File: config.mk
export PLATFORM = sky130hd
export DESIGN_NAME = mem_port_arbiter_flat
export DESIGN_NICKNAME = d
export VERILOG_FILES = /design/src/rtl/mem_port_arbiter_if.sv /design/src/rtl/mem_port_arbiter.sv /design/src/flat_wrapper.sv
export SDC_FILE = /design/constraint.sdc
export NUM_CORES = 1
export LEC_CHECK = 0
export CORE_MARGIN = 5
export CORE_UTILIZATION = 35
export CTS_CLUSTER_SIZE = 20
export DETAILED_ROUTE_END_ITERATION = 16
export PLACE_DENSITY = 0.85
export SLEW_MARGIN = 20
export SYNTH_ARGS = -nofsm -noshare
export SYNTH_HDL_FRONTEND = slang
export SYNTH_SLANG_ARGS = --single-unit
File: constraint.sdc
create_clock -name clk -period 3.38 [get_ports clk]
set_clock_uncertainty 0.1 [all_clocks]
set_input_delay 0.676 -clock clk [delete_from_list [all_inputs] [get_ports clk]]
set_output_delay 0.676 -clock clk [all_outputs]
set_load 0.1 [all_outputs]
File: src/rtl/mem_port_arbiter_if.sv
// Requester-side bundle for the fetch (F) and load/store (D) memory ports.
// master = fetch/execute control, slave = arbiter.
interface mem_port_arbiter_if #(
  parameter int DATA_W = 32
);
  logic              f_req;
  logic [31:0]       f_addr;
  logic              f_ack;
  logic [DATA_W-1:0] f_rdata;
  logic              d_req;
  logic              d_we;
  logic [31:0]       d_addr;
  logic [DATA_W-1:0] d_wdata;
  logic              d_ack;
  logic [DATA_W-1:0] d_rdata;

  modport master (
    output f_req, f_addr,
    input  f_ack, f_rdata,
    output d_req, d_we, d_addr, d_wdata,
    input  d_ack, d_rdata
  );

  modport slave (
    input  f_req, f_addr,
    output f_ack, f_rdata,
    input  d_req, d_we, d_addr, d_wdata,
    output d_ack, d_rdata
  );
endinterface

File: src/rtl/mem_port_arbiter.sv
// Fetch/data arbiter for a single-port word memory, IDLE->CMD->RESP per access.
// Define MEM_ARB_FETCH_PRIO_EN for fixed fetch priority instead of round-robin.
module mem_port_arbiter #(
  parameter int DATA_W = 32,
  parameter int ADDR_W = 8
) (
  input  logic              clk,
  input  logic              reset_n,
  mem_port_arbiter_if.slave port,
  output logic              mem_en,
  output logic              mem_we,
  output logic [ADDR_W-1:0] mem_addr,
  output logic [DATA_W-1:0] mem_wdata,
  input  logic [DATA_W-1:0] mem_rdata,
  output logic              busy,
  output logic              gnt_d
);

  typedef enum logic [1:0] {
    IDLE = 2'd0,
    CMD  = 2'd1,
    RESP = 2'd2
  } state_e;

  state_e            state_q, state_d;
  logic              gnt_q, gnt_d_nx;
  logic [ADDR_W-1:0] addr_q, addr_d;
  logic              we_q, we_d;
  logic [DATA_W-1:0] wdata_q, wdata_d;
  logic [DATA_W-1:0] f_rdata_q, f_rdata_d;
  logic [DATA_W-1:0] d_rdata_q, d_rdata_d;
  logic              req_any;
  logic              win_d;
  logic              resp;

  wire unused_addr_bits = ^{port.f_addr[31:ADDR_W+2],
                            port.f_addr[1:0],
                            port.d_addr[31:ADDR_W+2],
                            port.d_addr[1:0]};

  assign req_any = port.f_req | port.d_req;
  assign resp    = (state_q == RESP);

`ifdef MEM_ARB_FETCH_PRIO_EN
  always_comb begin
    win_d = 1'b0;
    unique case (1'b1)
      port.f_req:                 win_d = 1'b0;
      !port.f_req && port.d_req:  win_d = 1'b1;
      default:                    win_d = 1'b0;
    endcase
  end
`else
  // Last-grant flag resets to D so that F wins the first contention.
  logic last_d_q, last_d_d;

  always_comb begin
    win_d = 1'b0;
    unique case (1'b1)
      port.f_req && port.d_req:   win_d = ~last_d_q;
      port.f_req && !port.d_req:  win_d = 1'b0;
      !port.f_req && port.d_req:  win_d = 1'b1;
      default:                    win_d = 1'b0;
    endcase
  end

  always_comb begin
    last_d_d = last_d_q;
    if (state_q == IDLE && req_any)
      last_d_d = win_d;
  end

  always_ff @(posedge clk or negedge reset_n) begin
    if (!reset_n) last_d_q <= 1'b1;
    else          last_d_q <= last_d_d;
  end
`endif

  always_ff @(posedge clk or negedge reset_n) begin
    if (!reset_n) begin
      state_q   <= IDLE;
      gnt_q     <= 1'b0;
      addr_q    <= '0;
      we_q      <= 1'b0;
      wdata_q   <= '0;
      f_rdata_q <= '0;
      d_rdata_q <= '0;
    end else begin
      state_q   <= state_d;
      gnt_q     <= gnt_d_nx;
      addr_q    <= addr_d;
      we_q      <= we_d;
      wdata_q   <= wdata_d;
      f_rdata_q <= f_rdata_d;
      d_rdata_q <= d_rdata_d;
    end
  end

  always_comb begin
    state_d = state_q;
    unique case (state_q)
      IDLE:    if (req_any) state_d = CMD;
      CMD:     state_d = RESP;
      RESP:    state_d = IDLE;
      default: state_d = IDLE;
    endcase
  end

  // Request inputs are only looked at in IDLE; memory sees the latch.
  always_comb begin
    gnt_d_nx = gnt_q;
    addr_d   = addr_q;
    we_d     = we_q;
    wdata_d  = wdata_q;
    if (state_q == IDLE && req_any) begin
      gnt_d_nx = win_d;
      addr_d   = win_d ? port.d_addr[ADDR_W+1:2]
                       : port.f_addr[ADDR_W+1:2];
      we_d     = win_d & port.d_we;
      wdata_d  = win_d ? port.d_wdata : '0;
    end
  end

  always_comb begin
    f_rdata_d = f_rdata_q;
    d_rdata_d = d_rdata_q;
    if (resp && !gnt_q)
      f_rdata_d = mem_rdata;
    if (resp && gnt_q)
      d_rdata_d = we_q ? '0 : mem_rdata;
  end

  always_comb begin
    mem_en       = (state_q == CMD);
    mem_we       = (state_q == CMD) & we_q & gnt_q;
    mem_addr     = addr_q;
    mem_wdata    = wdata_q;
    busy         = (state_q != IDLE);
    gnt_d        = gnt_q;
    port.f_ack   = resp & ~gnt_q;
    port.d_ack   = resp & gnt_q;
    port.f_rdata = f_rdata_d;
    port.d_rdata = d_rdata_d;
  end

endmodule

File: src/flat_wrapper.sv
// flat-port wrapper written by rule: the top's interface ports become plain ports
module mem_port_arbiter_flat 
#(
  parameter int DATA_W = 32,
  parameter int ADDR_W = 8
)
  (clk, reset_n, mem_en, mem_we, mem_addr, mem_wdata, mem_rdata, busy, gnt_d, port_f_req, port_f_addr, port_f_ack, port_f_rdata, port_d_req, port_d_we, port_d_addr, port_d_wdata, port_d_ack, port_d_rdata);
  mem_port_arbiter_if #(.DATA_W(DATA_W)) port_i ();
  input  logic clk;
  input  logic reset_n;
  output logic mem_en;
  output logic mem_we;
  output logic [ADDR_W-1:0] mem_addr;
  output logic [DATA_W-1:0] mem_wdata;
  input  logic [DATA_W-1:0] mem_rdata;
  output logic busy;
  output logic gnt_d;
  input wire logic [$bits(port_i.f_req)-1:0] port_f_req;
  input wire logic [$bits(port_i.f_addr)-1:0] port_f_addr;
  output wire logic [$bits(port_i.f_ack)-1:0] port_f_ack;
  output wire logic [$bits(port_i.f_rdata)-1:0] port_f_rdata;
  input wire logic [$bits(port_i.d_req)-1:0] port_d_req;
  input wire logic [$bits(port_i.d_we)-1:0] port_d_we;
  input wire logic [$bits(port_i.d_addr)-1:0] port_d_addr;
  input wire logic [$bits(port_i.d_wdata)-1:0] port_d_wdata;
  output wire logic [$bits(port_i.d_ack)-1:0] port_d_ack;
  output wire logic [$bits(port_i.d_rdata)-1:0] port_d_rdata;
  assign port_i.f_req = port_f_req;
  assign port_i.f_addr = port_f_addr;
  assign port_f_ack = port_i.f_ack;
  assign port_f_rdata = port_i.f_rdata;
  assign port_i.d_req = port_d_req;
  assign port_i.d_we = port_d_we;
  assign port_i.d_addr = port_d_addr;
  assign port_i.d_wdata = port_d_wdata;
  assign port_d_ack = port_i.d_ack;
  assign port_d_rdata = port_i.d_rdata;
  mem_port_arbiter #(.DATA_W(DATA_W), .ADDR_W(ADDR_W)) u_core (.clk(clk), .reset_n(reset_n), .port(port_i), .mem_en(mem_en), .mem_we(mem_we), .mem_addr(mem_addr), .mem_wdata(mem_wdata), .mem_rdata(mem_rdata), .busy(busy), .gnt_d(gnt_d));
endmodule
* Yosys cells after proc, flatten, opt, wreduce, memory -nomap -nowiden
Index checks and enable logic that the tools add are counted. W data, S select, Z words.
Operators by class: multiplexer cells 8, reductions and logical operators 9, bitwise gates (word level) 8, equality and inequality tests 3
Operators with widths (number):
- $mux W32 | 4
- $mux W8 | 1
- $and A1 B1 Y1 | 5
- $logic_and A1 B1 Y1 | 5
- $pmux W2 S2 | 1
- $eq A2 B1 Y1 const B | 1
- $eq A2 B2 Y1 const B | 1
- $logic_not A1 Y1 | 2
- $logic_not A2 Y1 | 1
- $mux W2 | 1
- $ne A2 B1 Y1 const B | 1
- $not A1 Y1 | 2
- $pmux W1 S2 | 1
- $reduce_bool A2 Y1 | 1
- $or A1 B1 Y1 | 1
Word-level totals: flip-flop bits (word level) 109, input port bits 133, logic and storage cells 36, output and inout port bits 110

* Longest topological paths before layout
word-level depth 4, mapped depth 5

* Worst setup path after synthesis
Ideal clock, no wire load.
path type reg-to-output, start reg u_core.gnt_q, in the netlist u_core.gnt_d, end out port_d_rdata[24], buffers on the path 2, cell stages (with the launch flop) 5, setup slack -1.062 ns, data arrival time 3.666 ns, cell sequence dfrtp_1 nand3b_1 buf_2 clkbuf_1 o21ai_0
On the way: longest elaborated chain between the ends 2
RTL lines:
- start: declaration | RTL line mem_port_arbiter.sv:26 | logic gnt_q, gnt_d_nx;
- start signal: assignment | RTL line mem_port_arbiter.sv:90 | gnt_q <= gnt_d_nx;
- $logic_and A1 B1 Y1 | RTL line mem_port_arbiter.sv:129 | if (resp && gnt_q)
- $mux W32 | RTL line mem_port_arbiter.sv:129
- end: declaration | RTL line flat_wrapper.sv:27 | output wire logic [$bits(port_i.d_rdata)-1:0] port_d_rdata;
No other way between the ends.

* Final worst setup path
start reg u_core.gnt_q, in the netlist u_core.gnt_d, end out port_d_rdata[29]
The elaborated chain is that of the path after synthesis.

==> qor.csv <==
stage,metric,value,unit
flow_run,drv_cap,0,
final_layout,syn2layout_area_growth,68.6,%
clock_tree,postCtsSetupBuffers,0,
floorplan,die_w,121,um
grt,globalRouteTotalUtil,16.7,%
routing,drt_iter0_markers,105,
floorplan,fp-row-count,40,
timing,fmax,355,MHz
timing,grt_setup_unrepaired,no,
clock_tree,cts_buffers,9,
yosys,ys_seq_elements,109,
worst_setup_path,r2r-end,u_core.mem_addr[6],
yosys,netlist_area,0.00428,mm^2
floorplan,chipHeight,121,um
final_layout,fin_area,0.00721,mm^2
timing,slew_headroom,36.2,%
timing,finalHoldViolCount,0,
clock_tree,ctsLongestPathBuffers,2,
floorplan,dieArea,0.0145,mm^2
yosys,syn-num-nets,453,
routing,post-route-drc-count,0,
routing,wl,11.9,mm
routing,routed.top_layer,met4,
worst_setup_path,critPathKind,reg2out,
clock_tree,h-tree-depth,3,
routing,met2WireLength,6.58,mm
final_layout,post-route-util,60.0,%
final_layout,drive_gt1_share,37.1,%
worst_setup_path,rr_worst_depth,3,
timing,finalCritPeriodShare,83.4,%
worst_setup_path,start_kind,flip-flop,
clock_tree,root_buffer,clkbuf_16,
worst_setup_path,cp_max_fo,65,
routing,drtPass1Iterations,5,
placed_design,dp_hpwl,9.03,mm
worst_setup_path,crit_end,port_d_rdata[29],
routing,wl_met3,668,um
timing,tightest_slew,0.957,ns
grt,grt_pass1_wl,18.9,mm
placed_design,portBuffers,194,
grt,antenna_found_initial,0,
floorplan,start_util,35.6,%
worst_setup_path,crit_start,u_core.gnt_d,
routing,wl_met1,4.38,mm
yosys,avgSynthCellArea,13.4,um^2
yosys,synthCells,320,
timing,worst_slack,0.561,ns
min_path,holdCritPathClass,in2async,
timing,finalSetupViolCount,0,
worst_setup_path,reg2reg_slack,1.59,ns
final_layout,fin_nets,643,
worst_setup_path,crit_arrival,2.04,ns
final_layout,diodes,0,
clock_tree,clk_latency,0.34,ns
placed_design,place.gp.congestion,0.783,
routing,wl_per_cell,18.0,um
worst_setup_path,r2r_start,u_core.last_d_q,
clock_tree,ctsHoldBuffers,0,
timing,fin_crit,2.82,ns
outcome,status,completed,
floorplan,pin_count,243,
placed_design,placed_area,0.00692,mm^2
clock_tree,postCtsResizedCells,0,
yosys,yosysSeqAreaShare,63.8,%
worst_setup_path,cp-end-kind,primary output,
clock_tree,clk_pin_slew_worst_paths,0.07,ns
yosys,synthDistinctLibCells,23,
grt,grt_pass1_vias,3512,
placed_design,pre_cts_slack,0.815,ns
yosys,yosys_warnings,0,
worst_setup_path,required,2.60,ns
routing,vias,3208,
timing,tns,0,ns
floorplan,core,0.0120,mm^2
routing,vias_per_cell,4.85,
grt,gr-total-overflow,0,
timing,final_max_slew_viol_count,0,
clock_tree,clkSinkCount,109,
clock_tree,tritoncts,yes,
routing,drtAntennaViolNets,0,
grt,grt_max_degree,66,
layout by cell type (no fill, tap or decap), types with 2 or more instances in the layout:
cell	instances
nand2_1	32
inv_1	2
o21ai_2	10
dfrtp_1	108
clkdlybuf4s50_1	83
nand2b_1	32
a21o_1	2
a22o_1	33
o21ai_1	22
mux2_4	4
mux2_1	4
mux2_2	40
buf_12	65
clkbuf_16	9
clkbuf_1	2
buf_4	52
clkinv_2	2
worst min path at each step:
| stage | depth (start not counted) | startpoint | end | slack, ns |
|---|---|---|---|---|
| 2_1_floorplan | 0 | reset_n | u_core.d_rdata_q[0] | 0.28 |
| 3_3_place_gp | 2 | u_core.d_rdata_q[10] | u_core.d_rdata_q[10] | 0.38 |
| 3_5_place_dp | 1 | u_core.mem_wdata[20] | u_core.mem_wdata[20] | 0.39 |
| 4_1_cts | 1 | reset_n | u_core.f_rdata_q[10] | 0.08 |
| 5_1_grt | 1 | reset_n | u_core.f_rdata_q[10] | 0.09 |
| 6_report | 1 | reset_n | u_core.f_rdata_q[10] | 0.1 |
synth_stat cells:
| cell type | instances | share of area [%] |
|---|---|---|
| a21bo_1 | 1 | 0.23 |
| a21o_1 | 2 | 0.35 |
| a22o_1 | 33 | 6.8 |
| and3_1 | 1 | 0.15 |
| buf_2 | 7 | 0.82 |
| buf_4 | 3 | 0.53 |
| buf_6 | 2 | 0.53 |
| clkbuf_1 | 9 | 0.79 |
| dfrtp_1 | 108 | 63 |
| dfstp_2 | 1 | 0.61 |
| inv_1 | 2 | 0.18 |
| mux2_1 | 4 | 1.1 |
| mux2_2 | 40 | 11 |
| mux2_4 | 4 | 1.4 |
| nand2_1 | 32 | 2.8 |
| nand2b_1 | 32 | 4.7 |
| nand3b_1 | 1 | 0.18 |
| nor2_4 | 1 | 0.26 |
| nor2b_1 | 2 | 0.29 |
| nor3b_2 | 1 | 0.29 |
| o21ai_0 | 32 | 3.7 |
| o21bai_4 | 1 | 0.44 |
| or2_4 | 1 | 0.20 |
metrics by stage:
step	hold WS, ns	cells
6_report	0.0964	662
5_1_grt	0.0898	662
3_3_place_gp	0.383	646
2_1_floorplan	0.280	320
3_5_place_dp	0.392	646
4_1_cts	0.0845	662
final cells by class:
class | count | area, um^2
clock buffers | 12 | 246
clock inverters | 4 | 47.5
fillers | 933 | 4800
inverters | 2 | 7.51
multi-input cells | 188 | 1470
flip-flops and latches | 109 | 2730
well taps | 147 | 184
repair buffers | 200 | 2520
cells by family (layout without fill, tap and decap cells):
group,Yosys count,count (layout),share of synthesized area (%)
flops,109,109,63.8
mux,48,48,13.0
buf+inv,23,218,2.84
simple gates,71,71,8.86
compound gates,69,69,11.5
critical path, cell delays in order, from the launching register on:
cell	delay, ns
dfrtp_1	0.45
nand3b_1	0.11
buf_4	0.55
nand2_1	0.12
o21ai_1	0.22
buf_12	0.22
per-layer routing:
layer | track usage [%] | up-vias
met5 | 0 | -
met2 | 30.4 | 107
met3 | 4.49 | 18
met4 | 6.87 | 0
met1 | 18.2 | 1590
li1 | - | 1493
registers in the layout, summed over array words and instances (netlist names):
register,flops
u_core.d_rdata_q,32
u_core.f_rdata_q,32
u_core.gnt_d,1
u_core.last_d_q,1
u_core.mem_addr,8
u_core.mem_wdata,32
u_core.state_q,2
u_core.we_q,1
Power is not shown: default switching activity piles up to over one toggle a cycle in this logic, so the estimate is an artifact.
